===== config.mk =====
export PLATFORM = sky130hd
export DESIGN_NAME = bcd_updown_counter
export DESIGN_NICKNAME = d
export VERILOG_FILES = /design/src/rtl/bcd_updown_counter.sv
export SDC_FILE = /design/constraint.sdc
export NUM_CORES = 1
export LEC_CHECK = 0
export ABC_AREA = 1
export ABC_CLOCK_PERIOD_IN_PS = 3400
export BUFFER_PORTS_ARGS = -buffer_cell sky130_fd_sc_hd__buf_4
export CORE_ASPECT_RATIO = 0.6
export CORE_UTILIZATION = 57
export CTS_CLUSTER_DIAMETER = 120
export DETAILED_ROUTE_END_ITERATION = 7
export GPL_TIMING_DRIVEN = 0
export PLACE_DENSITY = 0.91
export REMOVE_ABC_BUFFERS = 1
export SLEW_MARGIN = 10
export SYNTH_ARGS = -nofsm -noshare
export SYNTH_HDL_FRONTEND = slang
export SYNTH_SLANG_ARGS = --single-unit

===== constraint.sdc =====
create_clock -name clk -period 3.4 [get_ports clk]
set_clock_uncertainty 0.1 [all_clocks]
set_input_delay 0.68 -clock clk [delete_from_list [all_inputs] [get_ports clk]]
set_output_delay 0.68 -clock clk [all_outputs]
set_load 0.05 [all_outputs]

===== src/rtl/bcd_updown_counter.sv =====
// ---------------------------------------------------------------------------
// bcd_updown_counter
//
// Multi-digit BCD up/down counter made of DIGITS cascaded decade stages.
// A count step ripples through the whole digit chain in one cycle. There is
// a parallel BCD load, which clamps digits above 9. At the count limits the
// counter either wraps or saturates, chosen at build time.
//
// Parameters
//   DIGITS  number of decade stages, 1..8 (range 0 .. 10^DIGITS-1)
//   WRAP    1 = wrap MAX->0 / 0->MAX, 0 = hold at the limit
//
// Ports
//   clk       rising-edge clock
//   rst       asynchronous active-high reset
//   ce        count enable, one step per enabled edge
//   up_dn     direction, 1 = up, 0 = down (sampled when ce=1 and load=0)
//   load      synchronous parallel load from din (beats ce)
//   din       BCD load value, digit 0 in bits [3:0]
//   clr_ovf   synchronous clear of the sticky ovf flag
//   q         current count in BCD, digit 0 least significant
//   bin       binary value of q, one cycle behind q, zero-extended
//   tc        one-cycle pulse after every limit event (wrap or saturate)
//   ovf       sticky flag, set by any limit event
//   load_err  one-cycle pulse after a load whose din held a non-BCD digit
// ---------------------------------------------------------------------------
module bcd_updown_counter #(
  parameter int DIGITS = 2,
  parameter int WRAP   = 1
) (
  input  logic                  clk,
  input  logic                  rst,
  input  logic                  ce,
  input  logic                  up_dn,
  input  logic                  load,
  input  logic [4*DIGITS-1:0]   din,
  input  logic                  clr_ovf,
  output logic [4*DIGITS-1:0]   q,
  output logic [4*DIGITS-1:0]   bin,
  output logic                  tc,
  output logic                  ovf,
  output logic                  load_err
);

  localparam int W = 4 * DIGITS;

  // Registered state
  logic [W-1:0]      q_reg;
  logic [W-1:0]      bin_reg;
  logic              tc_reg;
  logic              ovf_reg;
  logic              load_err_reg;

  // Next-state values
  logic [W-1:0]      q_next;
  logic [W-1:0]      bin_next;
  logic              ovf_next;
  logic              load_err_next;

  // Load path: din with each digit clamped to 9
  logic [W-1:0]      load_val;
  logic [DIGITS-1:0] din_bad;

  // Count path
  logic [W-1:0]      step_val;   // q after one step in the up_dn direction
  logic              at_max;     // every digit is 9
  logic              at_zero;    // every digit is 0
  logic              limit_evt;  // this edge hits a count limit

  // Scratch for the combinational digit loops
  logic              all_nine;
  logic              all_zero;
  logic [3:0]        dig;
  logic [3:0]        bin_dig;
  logic [W-1:0]      bin_acc;

  // -------------------------------------------------------------------------
  // Load value: clamp each din digit independently. Also flag any digit
  // that was out of range.
  // -------------------------------------------------------------------------
  generate
    for (genvar gi = 0; gi < DIGITS; gi++) begin : g_load_digit
      assign din_bad[gi] = (din[4*gi +: 4] > 4'd9);
      assign load_val[4*gi +: 4] = din_bad[gi] ? 4'd9 : din[4*gi +: 4];
    end
  endgenerate

  // -------------------------------------------------------------------------
  // Digit chain. Moving up from digit 0, all_nine / all_zero record whether
  // every lower digit is 9 (up carry) or 0 (down borrow).
  // - Up: a digit steps only when all lower digits are 9.
  // - Down: a digit steps only when all lower digits are 0.
  // After the last digit, the same flags give the MAX and zero detects.
  // At the limits, the plain ripple already produces the wrapped value:
  // up from MAX gives all zeros, and down from 0 gives all nines.
  // -------------------------------------------------------------------------
  always_comb begin
    all_nine = 1'b1;
    all_zero = 1'b1;
    dig      = 4'd0;
    step_val = '0;
    for (int i = 0; i < DIGITS; i++) begin
      dig = q_reg[4*i +: 4];
      if (up_dn) begin
        if (all_nine) begin
          step_val[4*i +: 4] = (dig == 4'd9) ? 4'd0 : 4'(dig + 4'd1);
        end else begin
          step_val[4*i +: 4] = dig;
        end
      end else begin
        if (all_zero) begin
          step_val[4*i +: 4] = (dig == 4'd0) ? 4'd9 : 4'(dig - 4'd1);
        end else begin
          step_val[4*i +: 4] = dig;
        end
      end
      all_nine = all_nine & (dig == 4'd9);
      all_zero = all_zero & (dig == 4'd0);
    end
    at_max  = all_nine;
    at_zero = all_zero;
  end

  // A limit event needs an enabled count that is not overridden by load.
  assign limit_evt = ce && !load && (up_dn ? at_max : at_zero);

  // -------------------------------------------------------------------------
  // Next count. Priority: load, then count; otherwise hold.
  // In saturate mode, a limit event leaves q where it is.
  // -------------------------------------------------------------------------
  always_comb begin
    q_next = q_reg;
    if (load) begin
      q_next = load_val;
    end else if (ce) begin
      if (limit_evt && (WRAP == 0)) begin
        q_next = q_reg;
      end else begin
        q_next = step_val;
      end
    end
  end

  // Sticky overflow. When a limit event and clr_ovf share an edge, the set
  // takes precedence.
  always_comb begin
    ovf_next = ovf_reg;
    if (limit_evt) begin
      ovf_next = 1'b1;
    end else if (clr_ovf) begin
      ovf_next = 1'b0;
    end
  end

  assign load_err_next = load && (|din_bad);

  // -------------------------------------------------------------------------
  // Binary image of the current q, folded from the most significant digit
  // down: acc = acc*10 + digit. Every partial result is at most the final
  // value, and 10^DIGITS < 16^DIGITS, so W bits never overflow.
  // -------------------------------------------------------------------------
  always_comb begin
    bin_acc = '0;
    bin_dig = 4'd0;
    for (int i = DIGITS - 1; i >= 0; i--) begin
      bin_dig = q_reg[4*i +: 4];
      bin_acc = W'(bin_acc * W'(10)) + W'(bin_dig);
    end
    bin_next = bin_acc;
  end

  // -------------------------------------------------------------------------
  // State registers. rst clears everything at once, including any pending
  // tc / load_err pulse.
  // -------------------------------------------------------------------------
  always_ff @(posedge clk or posedge rst) begin
    if (rst) begin
      q_reg        <= '0;
      bin_reg      <= '0;
      tc_reg       <= 1'b0;
      ovf_reg      <= 1'b0;
      load_err_reg <= 1'b0;
    end else begin
      q_reg        <= q_next;
      bin_reg      <= bin_next;
      tc_reg       <= limit_evt;
      ovf_reg      <= ovf_next;
      load_err_reg <= load_err_next;
    end
  end

  assign q        = q_reg;
  assign bin      = bin_reg;
  assign tc       = tc_reg;
  assign ovf      = ovf_reg;
  assign load_err = load_err_reg;

endmodule


; ---- Yosys cells after proc, flatten, opt, wreduce, memory -nomap -nowiden
; Cells that the tools add are included.
[totals]
out_inout_bits = 19
elab_cells = 45
in_bits = 14
ff_bits = 19
[op_classes]
n_eq_ne = 3
bitwise = 2
n_mul = 1
order_cmp = 2
add_sub_neg = 5
mux = 15
n_reduce_logical = 11
[op_table]
columns = cell, n
row1 = $mux W4, 10
row2 = $mux W8, 2
row3 = $add A4 B1 Y4 const B, 2
row4 = $add A8 B4 Y8, 1
row5 = $eq A4 B4 Y1 const B, 2
row6 = $gt A4 B4 Y1 const B, 2
row7 = $logic_not A4 Y1, 2
row8 = $sub A4 B1 Y4 const B, 2
row9 = $mul A4 B3 Y7 const B, 1
row10 = $reduce_bool A2 Y1, 2
row11 = $logic_and A1 B1 Y1, 3
row12 = $mux W1, 3
row13 = $ne A3 B1 Y1 const B, 1
row14 = $reduce_and A3 Y1, 1
row15 = $reduce_bool A3 Y1, 1
row16 = $and A1 B1 Y1, 2
row17 = $reduce_or A2 Y1, 1
row18 = $logic_not A1 Y1, 1

; ---- Depth between registers and ports, before layout
[depth]
ltp_word = 6
mapped_depth = 8
mapped_depth_nobuf = 8

; ---- Least setup slack after synthesis
; OpenSTA, ideal clock, no wires.
[synth_path]
path_kind = register to register
start = reg q_reg[5] (netlist: q[5])
end = reg bin_reg[7] (netlist: bin[7])
path_buffers = 0
t_required_ns = 3.221
arrival_ns = 2.158
period_less_slack_ns = 2.337
setup_ns = 0.079
setup_slack_ns = 1.063
stages_incl_launch_ff = 7
path_cell_list = dfrtp_1 -> ha_1 -> ha_1 -> fa_1 -> nand3_1 -> nor2_1 -> xor2_1
[synth_between]
elab_chain_len = 2
[synth_rtl]
columns = item, line
row1 = start: declaration, 48  ; logic [W-1:0] q_reg;
row2 = start signal: assignment, 184  ; q_reg <= q_next;
row3 = $mul A4 B3 Y7, 167  ; bin_acc = W'(bin_acc * W'(10)) + W'(bin_dig);
row4 = $add A8 B4 Y8, 167
row5 = named net bin_acc[7], 75  ; logic [W-1:0] bin_acc;
row6 = end signal: assignment, 185  ; bin_reg <= bin_next;
row7 = end: declaration, 49  ; logic [W-1:0] bin_reg;
; The timed path passes the listed nets, and every way through them passes these cells.
; A chain may end at the register's enable or synchronous reset.

; ---- Worst setup path in the final report
; Same ends and word-level chain as after synthesis.

==> impl_metrics.csv <==
group,metric,value,unit
drt,drt-vias-per-instance,5.62,
clock_tree,clk_path_buf_depth,2,
drt,wl,3300,µm
clock_tree,insertion_delay,260,ps
global_route,antenna_found_initial,0,
status,status,"completed",
clock_tree,cts_buffers,3,
power_and_ir_drop,seq_power_share,30.9,%
timing,setup_violations,0,
timing,finalCriticalPeriod,2290,ps
synth,synthMostInstantiatedCell,"nand2_1",
synth,synth_area,1340,µm²
timing,rsz0062_at_grt,"no",
cells_and_area,syn_to_final_growth,23.0,%
timing,fin_tns_setup,0,ps
synth,synth_top_flop_cell,"dfrtp_1",
global_route,grt_pass1_vias,1160,
synth,async_flop_share,100,%
place,hpwlAfterDp,2530,µm
synth,synth_common_cells,"nand2_1 (55), nand3_1 (26), inv_1 (20), dfrtp_1 (19), nor2_1 (13)",
floorplan,placementRows,13,
floorplan,die-height,39.5,µm
timing,slew_viol_final,0,
run,maxCapViolCount,0,
drt,first_pass_iters,5,
timing,worst-slew-pin-transition,726,ps
cells_and_area,multi_input_area,756,µm²
drt,ant_nets,0,
timing,final_hold_viol_count,0,
cells_and_area,fin_nets,239,
global_route,grt_max_degree,20,
floorplan,dieArea,2550,µm²
cells_and_area,fillers,165,
power_and_ir_drop,p_leak,0.892,nW
power_and_ir_drop,p_sw_share,50.4,%
global_route,gr-total-overflow,0,
drt,drtIter0Drc,120,
setup_path,required,3480,ps
place,port_buffers,32,
power_and_ir_drop,p_per_area,703,nW/µm²
floorplan,coreArea,2200,µm²
power_and_ir_drop,p_clk_share,13.7,%
clock_tree,cts_setup_buffers,0,
setup_path,worstSetupPathType,"flop to flop",
floorplan,ios,33,
timing,fmax,436,MHz
synth,yosysWarnings,0,
power_and_ir_drop,p_total,1.15,mW
setup_path,cp_max_fo,10,
cells_and_area,diodes,0,
global_route,grtUsageTotal,28.6,%
floorplan,die-width,64.5,µm
drt,drc,0,
clock_tree,cts_sinks,19,
setup_path,r2r_setup_slack,1110,ps
cells_and_area,fin_cells,245,
hold_path,hp-class,"primary input to async pin",
drt,num_vias,1377,
synth,synth_area_leaders,"dfrtp_1 (36%), nand2_1 (15%), nand3_1 (9.7%)",
power_and_ir_drop,p_int,573,µW
setup_path,endpoint_kind,"flop",
synth,synth_top_area_share,35.6,%
synth,synth_top_cell_by_area,"dfrtp_1",
cells_and_area,drive_gt1_share,22.8,%
global_route,grt_pass1_wl,5240,µm
timing,fin_crit_sh,67.5,%
place,place.gp.congestion,0.886,
timing,slew_headroom,51.5,%
place,dp.cells,241,
synth,syn_avg_cell_area,7.34,µm²
place,pre_cts_slack,1160,ps
floorplan,initial_core_util,60.8,%
cells_and_area,ff_latch_area,475,µm²
clock_tree,postCtsHoldBufs,0,
clock_tree,cts_tree,"built",
synth,syn_inst,182,
setup_path,critPathLaunchType,"flop",
power_and_ir_drop,power.share.combinational,55.4,%
synth,seq_area_frac_synth,35.6,%
power_and_ir_drop,p_switching,581,µW
synth,synth_edf_count,0,
clock_tree,path_clk_slew,70,ps
clock_tree,root_buffer,"clkbuf_8",
clock_tree,h-tree-depth,1,
setup_path,arrival,2370,ps
clock_tree,cts_resized,0,
synth,synth-seq-cells,19,
power_and_ir_drop,ir_drop,0.463,mV
drt,wl_per_cell,13.5,µm
timing,setup_ws,1110,ps
synth,synth_cell_type_count,24,
-- final cells by class --
cell class / count / share of cell area [%]
repair buffers: 32 / 14.6
clock buffers: 3 / 2.52
clock inverters: 1 / 0.305
flip-flops and latches: 19 / 29.0
inverters: 23 / 5.26
well taps: 30 / 2.29
multi-input cells: 137 / 46.0
-- path summary, 6_finish.rpt --
| path | from | endpoint | depth (start not counted) |
|---|---|---|---|
| setup / recovery | q[5]$_DFFE_PP0P_ | bin[7]$_DFF_PP0_ | 6 |
| hold / removal | rst | q[1]$_DFFE_PP0P_ | 2 |
| setup reg to reg | q[5]$_DFFE_PP0P_ | bin[7]$_DFF_PP0_ | 6 |
| hold reg to reg | ovf$_DFFE_PP0P_ | ovf$_DFFE_PP0P_ | 2 |
| max in group asynchronous | rst | bin[5]$_DFF_PP0_ | 2 |
| min in group clk | ovf$_DFFE_PP0P_ | ovf$_DFFE_PP0P_ | 2 |
-- layer usage --
| metal | GRT usage [%] | routed length, µm | vias up |
|---|---|---|---|
| met5 | 0 | 0 | - |
| met4 | 11.1 | 85 | 0 |
| met3 | 6.10 | 290 | 15 |
| met2 | 49.2 | 1540 | 76 |
| met1 | 36.1 | 1380 | 633 |
| li1 | - | - | 653 |
-- power by group through the flow --
stage,Combinational [mW],Clock [mW],Sequential (mW)
6_report,0.639,0.158,0.356
5_1_grt,0.690,0.169,0.363
4_1_cts,0.639,0.160,0.353
3_5_place_dp,0.634,0,0.357
3_3_place_gp,0.611,0,0.351
2_1_floorplan,0.250,0,0.556
-- cell families after synthesis --
logic type                 count (synthesis)  share of synthesized area [%]
AOI/OAI and AO/OA                         13                           5.34
xor gates and xnor gates                   6                           3.94
adders and majority gates                  9                           9.56
buffers and inverters                     26                           7.78
DFF                                       19                           35.6
and+or+nand+nor                          109                           37.8
-- critical path: stages, from the launching register on --
cell and delay (ps):
dfrtp_1 520, ha_1 370, ha_1 240, fa_1 560, nand3_1 90, nor2_1 120, xor2_1 200
-- through the flow --
stage	hold slack, ps	area, µm²	utilization (%)
after floorplan	531	1320	-
after global placement	423	1600	72.6
after detailed placement	429	1600	72.6
after CTS	442	1640	74.8
after global routing	475	1640	74.8
final	437	1640	74.8
-- cells in the final DEF (no fill, tap or decap), drive strengths merged --
cell	instances
buf	32
ha	7
clkinv	1
nor3	1
nand4	4
a22oi	1
o21ai	9
dfrtp	19
nand2	59
clkbuf	3
xnor2	2
o211ai	1
fa	2
inv	23
nor3b	1
nand3	26
a31oi	1
xor2	4
nor2	18
a21oi	1
(Power assumes the default switching activity.)
